`src/rtl/vga_pkg.sv`:
```
// vga_pkg: shared types and defaults for the pixel-fetch stage.
//   fetch_state_e      : stream alignment state (RESYNC / ARMED / ACTIVE)
//   rgb444_t           : 12-bit {R[11:8],G[7:4],B[3:0]} pixel
//   pix_word_t         : FIFO entry, pixel plus start-of-frame marker
//   DEF_UNDERRUN_COLOR : colour shown when no aligned stream is available
//   DEF_H_ACTIVE/DEF_V_ACTIVE : default active raster size
package vga_pkg;

   typedef enum logic [1:0] {
      RESYNC = 2'd0,
      ARMED  = 2'd1,
      ACTIVE = 2'd2
   } fetch_state_e;

   typedef logic [11:0] rgb444_t;

   typedef struct packed {
      logic    sof;
      rgb444_t rgb;
   } pix_word_t;

   localparam rgb444_t DEF_UNDERRUN_COLOR = 12'hF0F;
   localparam int      DEF_H_ACTIVE       = 640;
   localparam int      DEF_V_ACTIVE       = 480;

endpackage

```
`src/rtl/sync_fifo.sv`:
```
// sync_fifo: single-clock FIFO, no write-to-read bypass (a word written in
// cycle N is at the head in cycle N+1).
//   clk, rst_n : clock, async active-low reset (empties the FIFO)
//   wr_en/wr_data : push (ignored when full)
//   rd_en         : pop (ignored when empty); rd_data is the current head
//   count, empty, full : occupancy 0..DEPTH and its end flags
module sync_fifo #(
   parameter int WIDTH = 13,
   parameter int DEPTH = 16
) (
   input  logic                     clk,
   input  logic                     rst_n,
   input  logic                     wr_en,
   input  logic [WIDTH-1:0]         wr_data,
   input  logic                     rd_en,
   output logic [WIDTH-1:0]         rd_data,
   output logic [$clog2(DEPTH):0]   count,
   output logic                     empty,
   output logic                     full
);
   localparam int AW = $clog2(DEPTH);

   logic [WIDTH-1:0] mem [DEPTH];
   logic [AW-1:0]    wr_ptr, rd_ptr;
   logic             do_wr, do_rd;

   assign empty   = (count == '0);
   assign full    = (count == (AW+1)'(DEPTH));
   assign do_wr   = wr_en && !full;
   assign do_rd   = rd_en && !empty;
   assign rd_data = mem[rd_ptr];

   // Storage is not reset; validity is tracked by count alone.
   always_ff @(posedge clk) begin
      if (do_wr) mem[wr_ptr] <= wr_data;
   end

   // DEPTH is a power of two, so the pointers wrap naturally.
   always_ff @(posedge clk or negedge rst_n) begin
      if (!rst_n) begin
         wr_ptr <= '0;
         rd_ptr <= '0;
         count  <= '0;
      end else begin
         if (do_wr) wr_ptr <= wr_ptr + 1'b1;
         if (do_rd) rd_ptr <= rd_ptr + 1'b1;
         case ({do_wr, do_rd})
            2'b10:   count <= count + 1'b1;
            2'b01:   count <= count - 1'b1;
            default: count <= count;
         endcase
      end
   end

endmodule

```
`src/rtl/vga_pixel_fetch.sv`:
```
// vga_pixel_fetch: buffers a valid/ready RGB444 stream and pops one pixel per
// active-video cycle, aligned to the sync generator, with one cycle of latency
// on colour, syncs and video_on. Detects underrun and SOF misalignment and
// realigns at the next frame start.
//   i_pixel_clock, i_reset_n       : clock, async active-low reset
//   i_hpos, i_vpos, i_video_on,
//   i_hsync, i_vsync               : raster position and syncs
//   i_pix_data, i_pix_sof,
//   i_pix_valid, o_pix_ready       : pixel stream from the frame DMA
//   i_clear_status                 : clears the sticky flags
//   o_red/o_green/o_blue, o_hsync,
//   o_vsync, o_video_on            : registered video out
//   o_underrun, o_sof_error        : sticky error flags
// Optional: VGA_PIXEL_FETCH_TEST_PATTERN_EN adds i_test_mode, which replaces
// active-video colour with a red/green/blue three-band pattern.
module vga_pixel_fetch
   import vga_pkg::*;
#(
   parameter int      FIFO_DEPTH     = 16,
   parameter int      H_ACTIVE       = DEF_H_ACTIVE,
   parameter int      V_ACTIVE       = DEF_V_ACTIVE,
   parameter rgb444_t UNDERRUN_COLOR = DEF_UNDERRUN_COLOR
) (
   input  logic        i_pixel_clock,
   input  logic        i_reset_n,
   input  logic [9:0]  i_hpos,
   input  logic [9:0]  i_vpos,
   input  logic        i_video_on,
   input  logic        i_hsync,
   input  logic        i_vsync,
   input  logic [11:0] i_pix_data,
   input  logic        i_pix_sof,
   input  logic        i_pix_valid,
   output logic        o_pix_ready,
   input  logic        i_clear_status,
`ifdef VGA_PIXEL_FETCH_TEST_PATTERN_EN
   input  logic        i_test_mode,
`endif
   output logic [3:0]  o_red,
   output logic [3:0]  o_green,
   output logic [3:0]  o_blue,
   output logic        o_hsync,
   output logic        o_vsync,
   output logic        o_video_on,
   output logic        o_underrun,
   output logic        o_sof_error
);
   localparam int CW = $clog2(FIFO_DEPTH) + 1;

   if (FIFO_DEPTH < 4 || FIFO_DEPTH > 256 || (FIFO_DEPTH & (FIFO_DEPTH - 1)) != 0) begin : g_bad_depth
      $error("FIFO_DEPTH must be a power of two in 4..256");
   end
   if (H_ACTIVE < 3 || H_ACTIVE > 1024 || V_ACTIVE < 1 || V_ACTIVE > 1024) begin : g_bad_raster
      $error("active raster does not fit the 10-bit position inputs");
   end

   fetch_state_e      state, state_d;
   pix_word_t         head;
   logic [CW-1:0]     count, occ_next;
   logic              empty, full;
   logic              wr_acc, pop;
   logic              frame_start, set_ur, set_se;
   rgb444_t           color_d, color_q;

   assign wr_acc      = i_pix_valid && o_pix_ready && !full;
   assign frame_start = i_video_on && (i_hpos == '0) && (i_vpos == '0);

   sync_fifo #(
      .WIDTH ($bits(pix_word_t)),
      .DEPTH (FIFO_DEPTH)
   ) u_fifo (
      .clk     (i_pixel_clock),
      .rst_n   (i_reset_n),
      .wr_en   (wr_acc),
      .wr_data ({i_pix_sof, i_pix_data}),
      .rd_en   (pop),
      .rd_data (head),
      .count   (count),
      .empty   (empty),
      .full    (full)
   );

   always_comb begin
      state_d = state;
      pop     = 1'b0;
      set_ur  = 1'b0;
      set_se  = 1'b0;
      color_d = i_video_on ? UNDERRUN_COLOR : rgb444_t'(0);
      unique case (state)
         // Drain until an SOF reaches the head.
         RESYNC: if (!empty) begin
            if (head.sof) state_d = ARMED;
            else          pop     = 1'b1;
         end
         // Hold the SOF pixel until the raster reaches (0,0).
         ARMED: if (frame_start && !empty) begin
            pop     = 1'b1;
            color_d = head.rgb;
            state_d = ACTIVE;
         end
         ACTIVE: if (i_video_on) begin
            if (empty) begin
               set_ur  = 1'b1;
               state_d = RESYNC;
            end else if (frame_start && !head.sof) begin
               set_se  = 1'b1;
               state_d = RESYNC;
            end else if (!frame_start && head.sof) begin
               // Early SOF is kept so it can open the next frame.
               set_se  = 1'b1;
               state_d = ARMED;
            end else begin
               pop     = 1'b1;
               color_d = head.rgb;
            end
         end
         default: state_d = RESYNC;
      endcase
`ifdef VGA_PIXEL_FETCH_TEST_PATTERN_EN
      if (i_test_mode && i_video_on) begin
         if (int'(i_hpos) < H_ACTIVE / 3 + 1)            color_d = 12'hF00;
         else if (int'(i_hpos) < 2 * (H_ACTIVE / 3 + 1)) color_d = 12'h0F0;
         else                                            color_d = 12'h00F;
      end
`endif
   end

   // Ready looks at occupancy after this cycle, so a word accepted while
   // ready is high always has room even with no pop.
   assign occ_next = count + CW'(wr_acc) - CW'(pop);

   always_ff @(posedge i_pixel_clock or negedge i_reset_n) begin
      if (!i_reset_n) begin
         state       <= RESYNC;
         color_q     <= '0;
         o_hsync     <= 1'b0;
         o_vsync     <= 1'b0;
         o_video_on  <= 1'b0;
         o_pix_ready <= 1'b0;
         o_underrun  <= 1'b0;
         o_sof_error <= 1'b0;
      end else begin
         state       <= state_d;
         color_q     <= color_d;
         o_hsync     <= i_hsync;
         o_vsync     <= i_vsync;
         o_video_on  <= i_video_on;
         o_pix_ready <= (occ_next <= CW'(FIFO_DEPTH - 2));
         o_underrun  <= set_ur || (o_underrun  && !i_clear_status);
         o_sof_error <= set_se || (o_sof_error && !i_clear_status);
      end
   end

   assign o_red   = color_q[11:8];
   assign o_green = color_q[7:4];
   assign o_blue  = color_q[3:0];

endmodule

```
`config.mk`:
```
export PLATFORM = sky130hd
export DESIGN_NAME = vga_pixel_fetch
export DESIGN_NICKNAME = d
export VERILOG_FILES = /design/src/rtl/vga_pkg.sv /design/src/rtl/sync_fifo.sv /design/src/rtl/vga_pixel_fetch.sv
export SDC_FILE = /design/constraint.sdc
export NUM_CORES = 1
export LEC_CHECK = 0
export CORE_MARGIN = 3
export CORE_UTILIZATION = 45
export CTS_CLUSTER_SIZE = 10
export DETAILED_ROUTE_END_ITERATION = 10
export GPL_TIMING_DRIVEN = 0
export PLACE_DENSITY_LB_ADDON = 0.08
export SLEW_MARGIN = 10
export SYNTH_ARGS = -nofsm -noshare
export SYNTH_HDL_FRONTEND = slang
export SYNTH_HIERARCHICAL = 1
export SYNTH_SLANG_ARGS = --single-unit
```
`constraint.sdc`:
```
create_clock -name i_pixel_clock -period 5.6 [get_ports i_pixel_clock]
set_input_delay 1.12 -clock i_pixel_clock [delete_from_list [all_inputs] [get_ports i_pixel_clock]]
set_output_delay 1.12 -clock i_pixel_clock [all_outputs]
set_load 0.005 [all_outputs]
```
==> Word-level counts from Yosys, hierarchy flattened <==
Memories as Yosys holds them, arrays and structs flattened.
Index checks and enable logic that the tools add are counted.
{ "totals": {"mem_bits_rw": 208, "word_cells": 87, "mem_count": 1, "regBits": 33} }
{ "mem_list": {"columns": ["memory", "depth", "word_bits", "rd", "rd_clocked_by_memory_dff", "write_ports", "line_no", "text"], "rows": [
  ["u_fifo.mem", 16, 13, 1, 0, 1, "sync_fifo.sv:23", "logic [WIDTH-1:0] mem [DEPTH];"]
]} }
{ "op_classes": {"n_reduce_logical": 24, "eq_ne": 10, "n_mux": 34, "addsub": 6, "n_lt_le_gt_ge": 1} }
{ "op_table": {"columns": ["operator", "count"], "rows": [
  ["two-way mux 12 bit", 6],
  ["one-hot mux 12 bit (2 select lines)", 1],
  ["logical NOT 10 bit", 2],
  ["two-way mux 1 bit", 17],
  ["two-way mux 2 bit", 7],
  ["logical AND 1 bit", 11],
  ["one-hot mux 5 bit (2 select lines)", 1],
  ["adder 4 x 1 -> 4 bit (second input constant)", 2],
  ["inequality test 2 bit (second input constant)", 4],
  ["one-hot mux 2 bit (3 select lines)", 1],
  ["adder 5 x 1 -> 5 bit", 1],
  ["adder 5 x 1 -> 5 bit (second input constant)", 1],
  ["equality test 5 bit (second input constant)", 1],
  ["<= comparator 5 x 4 -> 1 bit (second input constant)", 1],
  ["logical NOT 1 bit", 5],
  ["logical NOT 5 bit", 1],
  ["AND reduction 5 bit", 1],
  ["subtractor 5 x 1 -> 5 bit", 1],
  ["subtractor 5 x 1 -> 5 bit (second input constant)", 1],
  ["equality test 2 x 1 -> 1 bit (second input constant)", 2],
  ["equality test 2 bit (second input constant)", 2],
  ["inequality test 4 bit (second input constant)", 1],
  ["one-hot mux 1 bit (3 select lines)", 1],
  ["logical NOT 2 bit", 1],
  ["2 further kinds", 3]
]} }

==> Logic depth before layout (Yosys ltp) <==
{ "logic_depth": {"depth_word": 13, "depth_mapped": 21, "ltp_nobuf": 18} }

==> Hierarchy <==
The synthesis kept the hierarchy.
{ "by_module_without_submodules": {"columns": ["module", "area_each_um2", "cells_per_inst", "seq_area_each_um2", "instances"], "rows": [
  ["sync_fifo", 8958.6, 467, 6571.3, 1],
  ["vga_pixel_fetch", 1207.4, 118, 500.5, 1]
]} }

==> Worst setup path after synthesis <==
OpenSTA, ideal clock, no wires.
{ "synth_timing": {"path_kind": "input -> register", "start": "input i_vpos[4]", "end": "register u_fifo.count[4]", "arrival_time_ns": 4.225, "t_required_ns": 5.476, "setup_time_ns": 0.124, "stages": 15, "setup_slack_ns": 1.251, "cell_sequence": "nor4_2 and4_1 and4_4 ha_1 a222oi_1 nor3_2 nor2b_1 buf_2 ha_1 ha_1 nor2b_1 o21ai_0 a21oi_1 or3b_1 xnor2_1"} }
{ "synth_between": {"elab_chain_len": 12, "word_cells_on_any_way": 17, "classes_between": "eq/ne (2); mux (7); reduce/logical (8)"} }
{ "synth_rtl": {"columns": ["element", "line_no", "text"], "rows": [
  ["start: declaration", "vga_pixel_fetch.sv:27", "input logic [9:0] i_vpos,"],
  ["logical NOT 10 bit (*)", "vga_pixel_fetch.sv:66", "assign frame_start = i_video_on && (i_hpos == '0) && (i_vpos == '0);"],
  ["logical AND 1 bit (*)", "vga_pixel_fetch.sv:66", null],
  ["logical NOT 1 bit", "vga_pixel_fetch.sv:108", "end else if (!frame_start && head.sof) begin"],
  ["logical AND 1 bit", "vga_pixel_fetch.sv:108", null],
  ["two-way mux 1 bit", "vga_pixel_fetch.sv:108", null],
  ["two-way mux 1 bit", "vga_pixel_fetch.sv:105", "end else if (frame_start && !head.sof) begin"],
  ["two-way mux 1 bit", "vga_pixel_fetch.sv:102", "if (empty) begin"],
  ["two-way mux 1 bit", "vga_pixel_fetch.sv:101", "ACTIVE: if (i_video_on) begin"],
  ["one-hot mux 1 bit (3 select lines) (*)", "vga_pixel_fetch.sv:89", "unique case (state)"],
  ["via pop", "vga_pixel_fetch.sv:61", "logic wr_acc, pop;"],
  ["logical AND 1 bit (*)", "sync_fifo.sv:30", "assign do_rd = rd_en && !empty;"],
  ["via u_fifo.do_rd", "sync_fifo.sv:25", "logic do_wr, do_rd;"],
  ["equality test 2 x 1 -> 1 bit or equality test 2 bit (tied branches)", "sync_fifo.sv:47", "case ({do_wr, do_rd})"],
  ["one-hot mux 5 bit (2 select lines) or nonzero test 2 bit (tied branches)", null, null],
  ["end signal: assignment", "sync_fifo.sv:48", "2'b10: count <= count + 1'b1;"],
  ["end signal: assignment", "sync_fifo.sv:49", "2'b01: count <= count - 1'b1;"],
  ["end signal: assignment", "sync_fifo.sv:50", "default: count <= count;"],
  ["end: declaration", "sync_fifo.sv:17", "output logic [$clog2(DEPTH):0] count,"]
]} }
The timed path passes the listed nets; every way through them passes the cells marked *.
A chain may end at the register's enable or synchronous reset.

==> impl_metrics.ini <==
[sta]
rsz0062_at_grt = false
tns_ns = 0
max_slew_margin_pct = 40.37
finClkSkew_ns = 0.01398
fin_crit_sh_pct = 84.48
hold_viol = 0
maxSlewViolCount = 0
final-setup-viol-count = 0
min_period_ns = 4.731
tightest_slew_ns = 0.8934
fmax_mhz = 211.4

[cells_and_area]
area_delta_synth_final_pct = 18.06
num_antenna_cells = 0
drive_above_1_share_pct = 19.05
nets = 739
final_cell_area_um2 = 12000

[synthesis]
avgSynthCellArea_um2 = 17.38
synth_area_um2 = 10170
synth_seq_cells = 241
synth_edf_count = 208
syn_inst = 585
syn_nets = 647
async_flop_share_pct = 13.69
yosysWarnings = 6
synthFlopType = edfxtp_1
synthDistinctLibCells = 52
ys_seq_area_share_pct = 69.56

[clocking]
clock-sinks = 241
htreeDepth = 1
postCtsSetupRepairBufs = 0
cts-buffers-inserted = 28
clk_pin_slew_ns = 0.06
cts.path.max_buffers = 3
post_cts_resized = 0
cts_tree = yes
cts_hold_buf = 0
insertion_delay_ns = 0.53
cts_root_buffer = clkbuf_16

[power_and_ir_drop]
p_per_area_nw_per_um2 = 495.9
leakagePower_nw = 4.282
ir_drop_mv = 0.2217

[die]
ios = 58
row_count = 54
die_w_um = 156.3
initial_core_util_pct = 46.15
core_area_um2 = 22030
dieArea_um2 = 24430
die_y_um = 156.3

[worst_hold_path]
hold_class = reg2reg

[drt]
via_per_inst = 5.526
drt_first_pass_iters = 5
drt_iter0_markers = 396
wl_um = 20860
ant_nets = 0
post-route-drc-count = 0
num_vias = 5404
wire_per_inst_um = 21.33

[global_routing]
overflow = 0
grt_pass1_vias = 5483
antenna_found_initial = 0
track_usage_pct = 17.42
grt_pass1_wl_um = 32310
grt_max_degree = 34

[critical_path]
r2r_slack_ns = 0.87
start_kind = flip-flop
worstSetupPathType = reg2reg
path_max_fanout = 10
cpMostUsedCell = ha_1
critPathBufInv = 4
cpPeakStageDelay_ns = 0.54
worst_path_dominant_cell_family = buffers and inverters
crit_arrival_ns = 5.14
cp.required_ns = 6.01
crit_chain = buf_6, clkbuf_1, mux4_2, a22oi_1, nand2_1, inv_1, ha_1, a222oi_1, nor3_2, nor2b_1, buf_2, ha_1, ha_1, nor2b_1, o21ai_0, a21oi_1, or3b_1, xnor2_1
slowest_stage = clkbuf_1
cp-end-kind = flip-flop

[place]
gp_congestion = 0.7966
placed_area_um2 = 11170
portBuffers = 57
dpl.hpwl_um = 14650

[outcome]
outcome = finished clean

[run]
maxCapViolCount = 0
-- Yosys cell counts, types with 4 or more instances --
cell type	number	area, um2
nand2_1	25	93.84
mux2i_1	53	530.5
xor2_1	5	43.79
a221oi_2	20	300.3
a21oi_1	6	30.03
ha_1	20	250.2
a221oi_1	6	52.55
nor3_1	5	25.02
a22oi_1	13	97.59
o21ai_1	10	50.05
edfxtp_1	208	6246
inv_1	26	97.59
a21o_1	4	30.03
buf_6	7	78.83
o21ai_0	18	90.09
and3_1	4	25.02
buf_4	5	37.54
mux4_2	26	585.6
clkbuf_1	6	22.52
xnor2_1	9	78.83
nor2_1	28	105.1
dfrtp_1	33	825.8
nor4_2	5	62.56
-- final timing paths --
path | start | end | cells after the start
worst max register to register | u_fifo/rd_ptr[1]$_DFFE_PN0P_ | u_fifo/count[4]$_DFFE_PN0P_ | 18
worst min-delay path | o_underrun$_DFF_PN0_ | o_underrun$_DFF_PN0_ | 1
worst min register to register | o_underrun$_DFF_PN0_ | o_underrun$_DFF_PN0_ | 1
worst max-delay path | u_fifo/rd_ptr[1]$_DFFE_PN0P_ | u_fifo/count[4]$_DFFE_PN0P_ | 18
min in group asynchronous | i_reset_n | u_fifo/wr_ptr[3]$_DFFE_PN0P_ | 1
max in group asynchronous | i_reset_n | color_q[6]$_DFF_PN0_ | 1
-- area by class of cell --
cell class                      count  area (um2)
Inverter                           26       97.59
Timing Repair Buffer               62       610.6
Clock inverter                      2       35.03
Fill cell                        1784       10020
Multi-Input combinational cell    292        2840
Sequential cell                   241        7072
Clock buffer                       49       789.5
Buffer                             26       206.4
Tap cell                          280       350.3
-- metrics by stage --
step | std cells | power (mW) | utilization (%) | setup WS [ns] | hold WS, ns
global route | 978 | 6.304 | 54.49 | 0.5058 | 0.5430
finish | 978 | 5.951 | 54.49 | 0.8689 | 0.4957
CTS | 978 | 6.018 | 54.44 | 0.8536 | 0.5058
global placement | 922 | 4.323 | 50.34 | 0.4974 | 0.4928
floorplan | 585 | 3.749 | - | 1.251 | 0.4967
detailed placement | 927 | 4.398 | 50.70 | 0.3990 | 0.4942
-- cells in the final DEF, fill, tap and decap left out, types with 5 or more instances in the layout --
master and count:
buf_6 7, xnor2_1 9, ha_1 20, clkdlybuf4s50_1 56
a221oi_1 6, o21ai_1 10, nand2_1 25, a21oi_1 6
clkbuf_1 26, nor2_1 16, a22oi_1 13, nor3_2 6
nor4_2 5, inv_1 26, xor2_1 5, a221oi_2 20
mux2i_1 53, edfxtp_1 208, dfrtp_1 33, clkbuf_16 28
buf_4 9, o21ai_0 18, nor2_2 12, mux4_2 26
-- per-layer routing --
layer / part of all wire, % / wire length, um / global-route usage, % / up-vias
met3: 5.0 / 1053 / 2.931 / 25
met2: 48 / 9977 / 28.56 / 146
met5: 0 / 0 / 0 / -
met4: 1.7 / 347 / 3.585 / 0
li1: - / - / - / 2476
met1: 45 / 9479 / 24.91 / 2757
-- cells by family after synthesis --
logic type | count (synthesis) | synth area share [%]
DFF | 241 | 69.56
adders and majority gates | 22 | 2.855
and+or+nand+nor | 93 | 5.182
buffers and inverters | 52 | 2.991
AOI/OAI and AO/OA | 82 | 6.966
muxes | 81 | 11.24
xor gates and xnor gates | 14 | 1.206
-- sequential cells by signal, indices dropped and copies added, names as in the netlist --
| register | count |
|---|---|
| color_q | 12 |
| o_hsync | 1 |
| o_pix_ready | 1 |
| o_sof_error | 1 |
| o_underrun | 1 |
| o_video_on | 1 |
| o_vsync | 1 |
| state | 2 |
| u_fifo/count | 5 |
| u_fifo/mem | 208 |
| u_fifo/rd_ptr | 4 |
| u_fifo/wr_ptr | 4 |
-- power by group --
group	total (mW)	switching, mW	internal, mW
Sequential	2.22	0.0907	2.13
Clock	1.60	0.646	0.950
Combinational	2.13	1.20	0.931
No activity file was read; power rests on OpenSTA's default activity.
